### src/rtl/led_blink_pkg.sv
// Shared mode codes and burst FSM state encodings for the LED blink engine.
package led_blink_pkg;

    localparam int MODE_W = 4;

    localparam logic [MODE_W-1:0] MODE_OFF        = 4'd0;
    localparam logic [MODE_W-1:0] MODE_BLK_1HZ    = 4'd1;
    localparam logic [MODE_W-1:0] MODE_BLK_2HZ    = 4'd2;
    localparam logic [MODE_W-1:0] MODE_BLK_4HZ    = 4'd3;
    localparam logic [MODE_W-1:0] MODE_ON         = 4'd4;
    localparam logic [MODE_W-1:0] MODE_BURST_ONCE = 4'd5;
    localparam logic [MODE_W-1:0] MODE_BURST_RPT  = 4'd6;

    typedef enum logic [2:0] {
        S_IDLE,
        S_ON,
        S_OFF,
        S_PAUSE,
        S_DONE
    } burst_state_t;

endpackage

### src/rtl/led_burst_ch.sv
// One LED channel: burst FSM plus the mode-to-lit mux. 'lit' is taken from
// the next state so the registered pin lines up with the FSM state register.
module led_burst_ch
    import led_blink_pkg::*;
#(
    parameter int BURST_LEN   = 3,
    parameter int PAUSE_TICKS = 8
) (
    input  logic              clk,
    input  logic              rst,
    input  logic              tick,
    input  logic [2:0]        phase,
    input  logic [MODE_W-1:0] mode,
    input  logic              mode_change,
    output logic              lit,
    output logic              done
);

    localparam logic [3:0] LAST_BLINK = 4'(BURST_LEN);
    localparam logic [7:0] LAST_PAUSE = 8'(PAUSE_TICKS - 1);

    burst_state_t state, state_nxt;
    logic [3:0]   blink_cnt, blink_nxt;
    logic [7:0]   pause_cnt, pause_nxt;
    logic         is_burst;

    assign is_burst = (mode == MODE_BURST_ONCE) || (mode == MODE_BURST_RPT);

    always_ff @(posedge clk or posedge rst) begin
        if (rst) begin
            state     <= S_IDLE;
            blink_cnt <= '0;
            pause_cnt <= '0;
        end else begin
            state     <= state_nxt;
            blink_cnt <= blink_nxt;
            pause_cnt <= pause_nxt;
        end
    end

    // A mode change outranks a coincident tick: the burst restarts cleanly.
    always_comb begin
        state_nxt = state;
        blink_nxt = blink_cnt;
        pause_nxt = pause_cnt;
        if (!is_burst) begin
            state_nxt = S_IDLE;
            blink_nxt = '0;
            pause_nxt = '0;
        end else if (mode_change) begin
            state_nxt = S_ON;
            blink_nxt = '0;
            pause_nxt = '0;
        end else if (tick) begin
            case (state)
                S_ON: begin
                    state_nxt = S_OFF;
                    blink_nxt = blink_cnt + 4'd1;
                end
                S_OFF: begin
                    if (blink_cnt == LAST_BLINK) begin
                        if (mode == MODE_BURST_ONCE) begin
                            state_nxt = S_DONE;
                        end else begin
                            state_nxt = S_PAUSE;
                            pause_nxt = '0;
                        end
                    end else begin
                        state_nxt = S_ON;
                    end
                end
                S_PAUSE: begin
                    if (pause_cnt == LAST_PAUSE) begin
                        state_nxt = S_ON;
                        blink_nxt = '0;
                    end else begin
                        pause_nxt = pause_cnt + 8'd1;
                    end
                end
                default: ;
            endcase
        end
    end

    always_comb begin
        lit = 1'b0;
        case (mode)
            MODE_BLK_1HZ:                    lit = ~phase[2];
            MODE_BLK_2HZ:                    lit = ~phase[1];
            MODE_BLK_4HZ:                    lit = ~phase[0];
            MODE_ON:                         lit = 1'b1;
            MODE_BURST_ONCE, MODE_BURST_RPT: lit = (state_nxt == S_ON);
            default:                         lit = 1'b0;
        endcase
    end

    assign done = (state == S_DONE);

endmodule

### src/rtl/led_blink_engine.sv
// N-channel LED pattern generator with a shared SYSCLK-derived timebase.
// Optional global PWM dimming is built when LED_PWM_DIM_EN is defined.
module led_blink_engine
    import led_blink_pkg::*;
#(
    parameter int NUM_CH      = 16,
    parameter int TICK_DIV    = 4125000,
    parameter int BURST_LEN   = 3,
    parameter int PAUSE_TICKS = 8,
    parameter int ACTIVE_LOW  = 0
`ifdef LED_PWM_DIM_EN
    ,
    parameter int PWM_BITS    = 4
`endif
) (
    input  logic                     SYSCLK,
    input  logic                     RESET,
    input  logic [NUM_CH*MODE_W-1:0] MODE,
`ifdef LED_PWM_DIM_EN
    input  logic [PWM_BITS-1:0]      DIM_LEVEL,
`endif
    output logic [NUM_CH-1:0]        LED,
    output logic [NUM_CH-1:0]        BURST_DONE,
    output logic                     TICK
);

    localparam int                PRE_W    = (TICK_DIV > 1) ? $clog2(TICK_DIV) : 1;
    localparam logic [PRE_W-1:0]  PRE_LAST = PRE_W'(TICK_DIV - 1);
    localparam logic [NUM_CH-1:0] OFF_LVL  = {NUM_CH{ACTIVE_LOW != 0}};

    logic [PRE_W-1:0]               presc;
    logic                           tick;
    logic [2:0]                     phase, phase_nxt;
    logic [NUM_CH-1:0][MODE_W-1:0]  mode_ch, mode_q;
    logic [NUM_CH-1:0]              lit;
    logic                           pwm_on;

    assign mode_ch   = MODE;
    assign tick      = (presc == PRE_LAST);
    assign phase_nxt = phase + {2'b00, tick};
    assign TICK      = tick;

    always_ff @(posedge SYSCLK or posedge RESET) begin
        if (RESET) begin
            presc  <= '0;
            phase  <= '0;
            mode_q <= '0;
        end else begin
            presc  <= tick ? '0 : presc + 1'b1;
            phase  <= phase_nxt;
            mode_q <= mode_ch;
        end
    end

`ifdef LED_PWM_DIM_EN
    logic [PWM_BITS-1:0] pwm_cnt;

    always_ff @(posedge SYSCLK or posedge RESET) begin
        if (RESET) pwm_cnt <= '0;
        else       pwm_cnt <= pwm_cnt + 1'b1;
    end

    assign pwm_on = (pwm_cnt <= DIM_LEVEL);
`else
    assign pwm_on = 1'b1;
`endif

    // Channels see the post-edge phase so LED and phase change on the same edge.
    for (genvar k = 0; k < NUM_CH; k++) begin : g_ch
        led_burst_ch #(
            .BURST_LEN   (BURST_LEN),
            .PAUSE_TICKS (PAUSE_TICKS)
        ) u_ch (
            .clk         (SYSCLK),
            .rst         (RESET),
            .tick        (tick),
            .phase       (phase_nxt),
            .mode        (mode_ch[k]),
            .mode_change (mode_ch[k] != mode_q[k]),
            .lit         (lit[k]),
            .done        (BURST_DONE[k])
        );
    end

    always_ff @(posedge SYSCLK or posedge RESET) begin
        if (RESET) LED <= OFF_LVL;
        else       LED <= (lit & {NUM_CH{pwm_on}}) ^ OFF_LVL;
    end

endmodule

### config.mk
export PLATFORM = sky130hd
export DESIGN_NAME = led_blink_engine
export DESIGN_NICKNAME = d
export VERILOG_FILES = /design/src/rtl/led_blink_pkg.sv /design/src/rtl/led_burst_ch.sv /design/src/rtl/led_blink_engine.sv
export SDC_FILE = /design/constraint.sdc
export NUM_CORES = 1
export LEC_CHECK = 0
export CELL_PAD_IN_SITES_DETAIL_PLACEMENT = 1
export CELL_PAD_IN_SITES_GLOBAL_PLACEMENT = 1
export CORE_UTILIZATION = 50
export DETAILED_ROUTE_END_ITERATION = 10
export DONT_BUFFER_PORTS = 1
export PLACE_DENSITY_LB_ADDON = 0.1
export SETUP_SLACK_MARGIN = 0.3
export SLEW_MARGIN = 10
export SYNTH_ARGS = -nofsm -noshare
export SYNTH_HDL_FRONTEND = slang
export SYNTH_SLANG_ARGS = --single-unit
### constraint.sdc
create_clock -name SYSCLK -period 15 [get_ports SYSCLK]
set_input_delay 3.75 -clock SYSCLK [delete_from_list [all_inputs] [get_ports SYSCLK]]
set_output_delay 3.75 -clock SYSCLK [all_outputs]
set_load 0.005 [all_outputs]
==> summary.txt <==
Clock network
  • CTS H-tree depth: 2
  • Num CTS Buffers: 42
  • Post-CTS resize count: 0
  • Clock Latency Late Sink: between 0.5 and 0.6 ns
  • Clock tree sinks: 345
  • Worst-path clk slew: 0.06 ns
  • Number of buffers inserted by hold repair at cts: 0
  • # Post-CTS Setup Buffers: 0
  • Maximum clock path buffer count: 3
  • CTS root buffer: clkbuf_16
  • CTS tree: built

Yosys
  • Sequential share of the synthesized area: around 45%
  • Synth cell count leaders: dfrtp_1 (345), o21ai_0 (179), nor2_1 (165), nand2_1 (150), a21oi_1 (129)
  • Synth area leaders: dfrtp_1 (45%), o21ai_0 (4.6%), a21oi_1 (3.3%)
  • Synthesized cell area: about 0.019 mm2
  • Number of flops mapped to enable cells by yosys: 0
  • Most common cell in the synthesized netlist: dfrtp_1
  • Synth Flop Type: dfrtp_1
  • Synth Instances: about 2100
  • Asr flop ratio synth: 100%
  • Share of the synthesized area in the top cell type: 44.8%
  • Mean Syn Cell Area: roughly 9.3 um2
  • Leading area contributor after synthesis: dfrtp_1
  • Total number of yosys warnings: 0
  • #FFs+latches synth: around 350
  • Syn nets: 2182
  • Synth cell types: slightly above 80

Critical path
  • Critical Path RT: approximately 11 ns
  • Max incr delay on CP: 0.97 ns
  • Crit path buf inv count: 1
  • Critical path arrival: ~2.7 ns
  • R2R Setup Slk: approximately 11 ns
  • Highest-delay cell along the critical path: nor3_1
  • Cell Chain, Critical Path: or2_2, nor3_1, nand2_2, inv_2
  • Startpoint Class: flip-flop
  • Critical path's top delay family: simple AND/OR/NAND/NOR gates
  • R2R Path End: LED[5]
  • Critical R2R Launch: presc[11]
  • Critical path class: flip-flop to output port
  • Crit end category: output port
  • CP max FO: 6
  • Worst reg2reg path depth: 14

Worst hold path
  • Hold_sp: g_ch[6].u_ch.pause_cnt[7]
  • Hold endpoint: g_ch[6].u_ch.pause_cnt[7]
  • Hold path cells: 1
  • Hold Crit Class: flip-flop to flip-flop

Floorplanning
  • I/O Pins: approximately 100
  • Chip Height: 198 um
  • Die area: roughly 0.039 mm2
  • Die width: about 200 um
  • Core Region: roughly 0.038 mm2
  • Initial core utilization: between 50% and 60%
  • Row Count: roughly 70

Drt
  • Routed wire length: around 52 mm
  • Post-route ant nets: 0
  • Via count: approximately 16000
  • Iter 0 DRT Violations: ~710
  • Pre-antenna DRT Iters: 4
  • Drt via density: about 6.1
  • Drt drc: 0
  • WL/cell: 20.0 um

STA
  • Fmax: 156 MHz
  • Tightest Pin Transition: between 1 and 1.5 ns
  • Final hold vios: 0
  • Period Utilization, post-route: between 40% and 50%
  • Slew headroom: between 10% and 20%
  • Fin Setup TNS: 0 ns
  • Post-route minimum period: 6.40 ns
  • Worst Skew: 0.0182 ns
  • Setup violators final: 0
  • Max Slew Vio Count: 0
  • RSZ-0062 raised after global routing: false

Power and ir drop
  • Leak: about 0.009 uW
  • Max VDD drop: 0.0841 mV
  • Power Total: about 2100 uW
  • Power per cell area: 98.1 mW/mm2

GRT
  • GRT Total Usage: 27.0%
  • Vias in the first global route: ~17000
  • Largest net degree at the start of global routing: between 150 and 200
  • Total grt overflow: 0
  • First-pass GRT wire length: about 86 mm
  • Initial antenna violation count: 0

Finish
  • Layout net count: around 2200
  • FF+latch area: 0.00863 mm2
  • Fill cells: 4382
  • Area of the multi-input gates: 0.0100 mm2
  • Share of layout cells above drive strength 1: 6.70%
  • Syn-to-layout area delta: 9.18%
  • N_diodes: 0

Flow run
  • Maximum Capacitance Violations: 0

Placement
  • Routability cong.: 0.807
  • DP HPWL: around 35 mm
  • I/O Buffers: 0

Status
  • Status: completed
## power breakdown
part	switching, uW	leakage [uW]	total (uW)	internal, uW
registers	12.7	0.00463	959	946
clock network	409	0.000688	1030	621
logic	44.2	0.00347	75.0	30.8
total	466	0.00878	2060	1600
## worst register-to-register path, cell delays in order (launching register included)
cell     delay, ns
dfrtp_1       0.44
or2_2         0.38
nor3_1        0.97
nand2_2       0.14
inv_2         0.17
buf_4         0.36
ha_1          0.24
ha_1          0.33
buf_4         0.38
mux2i_1       0.16
a22oi_1       0.23
nor2_1        0.07
a21oi_1       0.12
nor2_1        0.07
a31o_2        0.22
## layer usage
layer	vias to the layer above	track usage (%)	share of wire, %
met4	0	8.79	2.6
met1	8092	34.3	44
met3	84	4.43	4.1
met2	212	46.8	49
met5	-	0	0
li1	7560	-	-
## placed cells by master, fill, tap and decap left out, drive strengths merged, types with 8 or more instances in the layout
| cell type | n |
|---|---|
| nor4 | 15 |
| nor2b | 39 |
| xor2 | 58 |
| nor4bb | 38 |
| mux2i | 27 |
| clkinv | 9 |
| or3 | 42 |
| dfrtp | 345 |
| inv | 67 |
| o31ai | 49 |
| or3b | 8 |
| nand4 | 25 |
| or4 | 25 |
| nand3b | 31 |
| a21o | 13 |
| nor3b | 35 |
| nand3 | 89 |
| o21ai | 184 |
| or2 | 20 |
| nand2 | 151 |
| nand2b | 59 |
| and3 | 43 |
| xnor2 | 41 |
| nor4b | 15 |
| nor3 | 53 |
| buf | 15 |
| a31oi | 27 |
| nor2 | 166 |
| clkbuf | 61 |
| and2 | 27 |
| a22o | 10 |
| o32ai | 14 |
| ha | 35 |
| a21oi | 129 |
## kinds of logic after synthesis
family / share of synthesized area, %
AND/OR/NAND/NOR: 26.8
XOR/XNOR: 4.50
flip-flops: 44.8
adder cells (fa/ha/maj): 2.27
buffers and inverters: 3.34
multiplexers: 1.69
AO/OA/AOI/OAI: 16.6
## state kept, by name, indices dropped and copies added (netlist names)
name / cells
g_ch.u_ch.state: 48
g_ch.u_ch.pause_cnt: 128
presc: 22
mode_q: 64
LED: 16
phase: 3
g_ch.u_ch.blink_cnt: 64
## stage by stage
stage / hold slack (ns) / util (%) / area, um2 / instances / setup WS, ns
global route: 0.494 / 55.6 / 21000 / 2599 / 8.38
CTS: 0.480 / 55.6 / 21000 / 2599 / 8.54
global placement: 0.464 / 51.9 / 19700 / 2524 / 8.89
finish: 0.477 / 55.6 / 21000 / 2599 / 8.60
floorplan: 0.437 / - / 19300 / 2081 / 1.68
detailed placement: 0.466 / 51.9 / 19700 / 2524 / 8.80
## area by class of cell
type,count,share of cell area [%]
multi-input cells,1587,47.5
flip-flops and latches,345,41.0
inverters,66,1.21
well taps,511,3.04
repair buffers,15,0.595
clock buffers,61,5.86
clock inverters,14,0.719
## worst max path at each step
stage	depth (start not counted)	slack, ns	to	start
after floorplan	1	1.68	LED[0]	RESET
after global placement	3	8.89	mode_q[52]	RESET
after detailed placement	3	8.80	mode_q[54]	RESET
after CTS	4	8.54	TICK	presc[11]
after global routing	4	8.38	TICK	presc[9]
final	4	8.60	TICK	presc[11]
No activity file was read; power rests on OpenSTA's default activity.
